`config.mk`:
```
export PLATFORM = sky130hd
export DESIGN_NAME = alu_operand_stage
export DESIGN_NICKNAME = d
export VERILOG_FILES = /design/src/rtl/alu_operand_stage_pkg.sv /design/src/rtl/alu_operand_stage_fwd_mux.sv /design/src/rtl/alu_operand_stage.sv
export SDC_FILE = /design/constraint.sdc
export NUM_CORES = 1
export LEC_CHECK = 0
export CAP_MARGIN = 20
export CORE_ASPECT_RATIO = 0.5
export CORE_MARGIN = 2
export CORE_UTILIZATION = 50
export CTS_CLUSTER_SIZE = 8
export DETAILED_ROUTE_END_ITERATION = 10
export MAX_ROUTING_LAYER = met4
export PLACE_DENSITY_LB_ADDON = 0.3
export SLEW_MARGIN = 20
export SYNTH_ARGS = -nofsm -noshare
export SYNTH_HDL_FRONTEND = slang
export SYNTH_SLANG_ARGS = --single-unit
```
`constraint.sdc`:
```
create_clock -name clk -period 3.2 [get_ports clk]
set_clock_uncertainty 0.05 [all_clocks]
set_input_delay 0.48 -clock clk [delete_from_list [all_inputs] [get_ports clk]]
set_output_delay 0.48 -clock clk [all_outputs]
set_load 0.02 [all_outputs]
```
`src/rtl/alu_operand_stage_pkg.sv`:
```
// Shared constants and the operand-entry layout for the decode-to-ALU operand stage.
package alu_operand_stage_pkg;

    localparam int unsigned ALU_OPERAND_W   = 32;
    localparam int unsigned ALU_REG_AW      = 5;
    localparam int unsigned ALU_FWD_SOURCES = 2;

    // Entry layout at the default widths; the stage builds the same layout at its own widths.
    typedef struct packed {
        logic                     valid;
        logic [ALU_OPERAND_W-1:0] a;
        logic [ALU_OPERAND_W-1:0] b;
        logic [ALU_REG_AW-1:0]    src_a;
        logic [ALU_REG_AW-1:0]    src_b;
        logic                     fwd_en_a;
        logic                     fwd_en_b;
        logic                     cin;
        logic [ALU_OPERAND_W-1:0] cr;
    } operand_entry_t;

endpackage

```
`src/rtl/alu_operand_stage_fwd_mux.sv`:
```
// Priority forwarding select: the lowest-indexed matching writeback source replaces the value.
module alu_operand_stage_fwd_mux
    import alu_operand_stage_pkg::*;
#(
    parameter int unsigned W    = ALU_OPERAND_W,
    parameter int unsigned NFWD = ALU_FWD_SOURCES,
    parameter int unsigned AW   = ALU_REG_AW
) (
    input  logic [W-1:0]             value,
    input  logic [AW-1:0]            src,
    input  logic                     en,
    input  logic [NFWD-1:0]          fwd_valid,
    input  logic [NFWD-1:0][AW-1:0]  fwd_dest,
    input  logic [NFWD-1:0][W-1:0]   fwd_data,
    output logic [W-1:0]             result
);

    // Walk from the oldest source down so the youngest match is written last.
    always_comb begin
        result = value;
        if (en) begin
            for (int i = int'(NFWD) - 1; i >= 0; i--) begin
                if (fwd_valid[i] && (fwd_dest[i] == src)) begin
                    result = fwd_data[i];
                end
            end
        end
    end

endmodule

```
`src/rtl/alu_operand_stage.sv`:
```
// Registered operand stage between decode and the ALU: head entry drives the ALU, a skid
// entry absorbs one extra operation, and both keep snooping writeback results while held.
module alu_operand_stage
    import alu_operand_stage_pkg::*;
#(
    parameter int unsigned W    = ALU_OPERAND_W,
    parameter int unsigned NFWD = ALU_FWD_SOURCES,
    parameter int unsigned AW   = ALU_REG_AW
) (
    input  logic                     clk,
    input  logic                     reset,
    input  logic                     flush,
    input  logic                     dec_valid,
    output logic                     dec_ready,
    input  logic [W-1:0]             dec_a,
    input  logic [W-1:0]             dec_b,
    input  logic [AW-1:0]            dec_src_a,
    input  logic [AW-1:0]            dec_src_b,
    input  logic                     dec_fwd_en_a,
    input  logic                     dec_fwd_en_b,
    input  logic                     dec_cin,
    input  logic [W-1:0]             dec_cr,
    input  logic [NFWD-1:0]          fwd_valid,
    input  logic [NFWD-1:0][AW-1:0]  fwd_dest,
    input  logic [NFWD-1:0][W-1:0]   fwd_data,
    output logic                     alu_valid,
    input  logic                     alu_ready,
    output logic [W-1:0]             alu_a,
    output logic [W-1:0]             alu_b,
    output logic                     alu_cin,
    output logic [W-1:0]             alu_cr
);

    typedef struct packed {
        logic          valid;
        logic [W-1:0]  a;
        logic [W-1:0]  b;
        logic [AW-1:0] src_a;
        logic [AW-1:0] src_b;
        logic          fwd_en_a;
        logic          fwd_en_b;
        logic          cin;
        logic [W-1:0]  cr;
    } entry_t;

    entry_t h_q, h_d, s_q, s_d;
    entry_t new_e, h_held, s_held;

    logic [W-1:0] cap_a, cap_b, h_fwd_a, h_fwd_b, s_fwd_a, s_fwd_b;
    logic         accept, consume;

    assign dec_ready = ~s_q.valid;
    assign accept    = dec_valid & dec_ready & ~flush;
    assign consume   = h_q.valid & alu_ready;

    assign alu_valid = h_q.valid;
    assign alu_a     = h_q.a;
    assign alu_b     = h_q.b;
    assign alu_cin   = h_q.cin;
    assign alu_cr    = h_q.cr;

    alu_operand_stage_fwd_mux #(.W(W), .NFWD(NFWD), .AW(AW)) u_cap_a (
        .value(dec_a), .src(dec_src_a), .en(dec_fwd_en_a),
        .fwd_valid(fwd_valid), .fwd_dest(fwd_dest), .fwd_data(fwd_data), .result(cap_a)
    );

    alu_operand_stage_fwd_mux #(.W(W), .NFWD(NFWD), .AW(AW)) u_cap_b (
        .value(dec_b), .src(dec_src_b), .en(dec_fwd_en_b),
        .fwd_valid(fwd_valid), .fwd_dest(fwd_dest), .fwd_data(fwd_data), .result(cap_b)
    );

    alu_operand_stage_fwd_mux #(.W(W), .NFWD(NFWD), .AW(AW)) u_hold_h_a (
        .value(h_q.a), .src(h_q.src_a), .en(h_q.fwd_en_a),
        .fwd_valid(fwd_valid), .fwd_dest(fwd_dest), .fwd_data(fwd_data), .result(h_fwd_a)
    );

    alu_operand_stage_fwd_mux #(.W(W), .NFWD(NFWD), .AW(AW)) u_hold_h_b (
        .value(h_q.b), .src(h_q.src_b), .en(h_q.fwd_en_b),
        .fwd_valid(fwd_valid), .fwd_dest(fwd_dest), .fwd_data(fwd_data), .result(h_fwd_b)
    );

    alu_operand_stage_fwd_mux #(.W(W), .NFWD(NFWD), .AW(AW)) u_hold_s_a (
        .value(s_q.a), .src(s_q.src_a), .en(s_q.fwd_en_a),
        .fwd_valid(fwd_valid), .fwd_dest(fwd_dest), .fwd_data(fwd_data), .result(s_fwd_a)
    );

    alu_operand_stage_fwd_mux #(.W(W), .NFWD(NFWD), .AW(AW)) u_hold_s_b (
        .value(s_q.b), .src(s_q.src_b), .en(s_q.fwd_en_b),
        .fwd_valid(fwd_valid), .fwd_dest(fwd_dest), .fwd_data(fwd_data), .result(s_fwd_b)
    );

    always_comb begin
        new_e          = '0;
        new_e.valid    = 1'b1;
        new_e.a        = cap_a;
        new_e.b        = cap_b;
        new_e.src_a    = dec_src_a;
        new_e.src_b    = dec_src_b;
        new_e.fwd_en_a = dec_fwd_en_a;
        new_e.fwd_en_b = dec_fwd_en_b;
        new_e.cin      = dec_cin;
        new_e.cr       = dec_cr;

        h_held   = h_q;
        h_held.a = h_fwd_a;
        h_held.b = h_fwd_b;
        s_held   = s_q;
        s_held.a = s_fwd_a;
        s_held.b = s_fwd_b;
    end

    always_comb begin
        h_d = h_held;
        s_d = s_held;
        if (flush) begin
            h_d.valid = 1'b0;
            s_d.valid = 1'b0;
        end else if (consume || !h_q.valid) begin
            // Head slot frees up: skid entry (with its own forwarding applied) moves forward.
            if (s_q.valid) begin
                h_d = s_held;
                if (accept) begin
                    s_d = new_e;
                end else begin
                    s_d.valid = 1'b0;
                end
            end else if (accept) begin
                h_d = new_e;
            end else begin
                h_d.valid = 1'b0;
            end
        end else if (accept) begin
            s_d = new_e;
        end
    end

    always_ff @(posedge clk) begin
        if (!reset) begin
            h_q <= '0;
            s_q <= '0;
        end else begin
            h_q <= h_d;
            s_q <= s_d;
        end
    end

    a_no_accept_when_full: assert property (@(posedge clk) disable iff (!reset)
        accept |-> !s_q.valid);

    a_no_x_on_alu: assert property (@(posedge clk) disable iff (!reset)
        h_q.valid |-> !$isunknown({alu_a, alu_b, alu_cin, alu_cr}));

endmodule
```
==> run metrics <==
grt total ovfl 0; CTS buffer count 31; die area 0.0263 mm^2; fmax 383 MHz; Post-Syn Area 0.0125 mm^2; area grow syn2layout 31.7%; CTS tree built; # port buffers 288; syn nets 1688; Core ar. 0.0242 mm^2; DP HPWL 30900 um; Core Util, Final 67.8%; Reg2Reg Setup Slack 0.76 ns; Longest Clk Path Bufs 3; Hold Buf Count CTS 0; Final Max Tran Viols 0; part of the power in registers 41.6%; Psw 0.00181 W; Remaining DRCs 0; CP cell instances clkdlybuf4s50_1 -> xor2_1 -> nor4_4 -> buf_12 -> nand2_1 -> buf_12 -> a31oi_1 -> nand2_1 -> a221o_1; pin count of the biggest net entering global routing 98; initial antenna violation count 0; Setup Buffers After CTS 0; Crit-path slowest cell clkdlybuf4s50_1; Slew headroom 39.4%; switch share 26.1%; DR WL/cell 24.5 um; predominant post-synthesis flop cell dfxtp_1; All-Layer GR Usage 37.6%; DRT iter0 DRCs 1704; Critical Path Start Type input port; leak pwr 6.34 nW; unrepaired setup endpoints after global routing false; internal power 0.00512 W; Yosys reg bits 220; clock network power share 42.4%; CP max FO 33; GP Congestion 0.925; Routed WL 49500 um; die outline height 116 um; flip-flop and latch area 0.00441 mm^2; Rows 40; Peak VDD IR 0.000350 V; Async SR Flop Fraction 0%; total power 0.00693 W; vias 14.1k; clock period minus worst slack 2.61 ns; syn_area_per_cell 8.33 um^2; Distinct cells, synth 54; number of iterations in the first detailed-routing pass 9; Crit path max-delay family buffers and inverters; final setup vio count 0; WP buf/inv 3; ANT cells 0; Comb pwr share 16.0%; commonest non-fill, non-tap cell in the layout clkdlybuf4s50_1; Worst Max-Slew Pin Slew 0.909 ns; number of flops mapped to enable cells by yosys 0; H-tree depth 1; Hold Crit Class in -> reg; commonest non-fill, non-tap cells in the layout clkdlybuf4s50_1 (287), dfxtp_1 (219), nand2_1 (156); Clock Sinks 220; Final Cycle Share 81.5%; number of max-cap violations 0; FILL cells 1929; Seq/Total Area, Yosys 35.3%; slowest stage delay, CP 0.72 ns; setup TNS 0 ns; pwr/cell area 422 mW/mm^2; layout cells sized above 1 7.96%; status finished clean; root buffer selected by CTS clkbuf_16; clk slew on worst S/H paths 0.05 ns; Synth Instances 1498; synth warn 0; Initial Utilization 51.5%; io pins 289; vias in the first global route 14.1k; Final Hold Fails 0; Final ANT Viol Nets 0; chip width 227 um; first-pass GRT wire length 75900 um; Nets 1875; CP Capture Type flip-flop; CP Class in -> reg; critical path arrival 3.01 ns; Skew-Pair Late Insertion Delay 0.55 ns; area of the multi-input gates 0.00716 mm^2; PostCTS Resize Cnt 0; WP data required 3.61 ns; vias per std cell 6.98
==> logic make-up (layout without fill, tap and decap cells) <==
kind of cell,after synthesis,in the layout,synth area share [%]
compound gates,503,503,32.9
mux,1,1,0.0803
buf+inv,224,410,8.05
xor+xnor,60,60,4.21
flops,220,220,35.3
simple gates,490,490,19.4
==> sequential cells by signal, summed over array words and instances (netlist names) <==
name,flops
s_q,64
s_held,46
alu_a,32
alu_b,32
alu_cr,32
h_held,12
alu_cin,1
alu_valid,1
==> through the flow <==
step | instances | worst slack, ns | instance area, um^2 | hold WS (ns)
2_1_floorplan | 1498 | 0.703 | 12500 | 0.393
3_3_place_gp | 1988 | 0.194 | 15600 | 0.401
3_5_place_dp | 1988 | 0.0590 | 15600 | 0.411
4_1_cts | 2020 | 0.643 | 16400 | 0.316
5_1_grt | 2020 | 0.493 | 16400 | 0.332
6_report | 2020 | 0.592 | 16400 | 0.335
==> power by group through the flow <==
| stage | Clock (W) | Sequential (W) | Combinational [W] |
|---|---|---|---|
| 2_1_floorplan | 0 | 0.00296 | 0.000498 |
| 3_3_place_gp | 0 | 0.00293 | 0.00106 |
| 3_5_place_dp | 0 | 0.00294 | 0.00108 |
| 4_1_cts | 0.00294 | 0.00288 | 0.00109 |
| 5_1_grt | 0.00305 | 0.00289 | 0.00117 |
| 6_report | 0.00294 | 0.00288 | 0.00111 |
==> per-layer routing <==
layer	GRT usage, %	wire, um	vias to the layer above	share of wire [%]
li1	-	-	6088	-
met1	46.8	19300	6681	39
met2	58.3	22200	1102	45
met3	8.19	5850	222	12
met4	18.2	2210	0	4.5
met5	-	0	-	0
==> worst register-to-register path, delay by kind of cell, from the launching register on <==
kind                   cells  cell delay (ns)
AO/OA/AOI/OAI              3             0.73
buffers and inverters      2             0.41
AND/OR/NAND/NOR            2             0.66
flip-flops                 1             0.36
XOR/XNOR                   1             0.18
==> cell usage after synthesis (2+ instances only) <==
master       n  share of area (%)
clkbuf_1   127                3.8
and2_1       9               0.45
and3_1      68                3.4
nand2_1    158                4.8
a221o_1     20                1.6
o211ai_1     4               0.24
buf_4       33                2.0
o2111ai_1    2               0.14
nor4_1       4               0.20
o32ai_1     32                2.2
nand3_1     36                1.4
buf_1        9               0.27
o31ai_1      5               0.30
a221oi_1   108                7.6
a311oi_1     2               0.14
and4_1       3               0.21
xor2_1      25                1.8
buf_6        2               0.18
nand4_1      5               0.25
or3_1       32                1.6
o211a_1     31                2.5
a21boi_0    47                2.8
o22a_1       3               0.21
nor2_1     112                3.4
o221ai_1    31                2.2
a211o_1     13               0.91
o22ai_1     64                3.2
a2111oi_0    2               0.14
a21oi_1     13               0.52
a31oi_1     30                1.5
xnor2_1     35                2.5
inv_1       34                1.0
nand2b_1     3               0.15
dfxtp_1    220                 35
nor3b_1     46                2.8
o32a_1      29                2.3
nor3_1       7               0.28
o221a_2     30                2.7
o21ai_0     31                1.2
buf_2       19               0.76
==> layout make-up <==
type | count | share of cell area, %
inverter | 34 | 0.777
tap | 336 | 2.56
sequential | 220 | 26.8
clock inverter | 1 | 0.183
clock buffer | 31 | 4.72
timing repair buffer | 344 | 21.3
multi-input combinational | 1054 | 43.6
==> path summary, 6_finish.rpt <==
| kind | start | endpoint | cells after the start |
|---|---|---|---|
| hold / removal | reset | s_q[46] | 2 |
| hold reg to reg | s_held[25] | s_held[25] | 2 |
| setup reg to reg | s_held[39] | alu_b[3] | 8 |
| setup / recovery | fwd_dest[1] | alu_b[26] | 9 |
(Power assumes the default switching activity.)
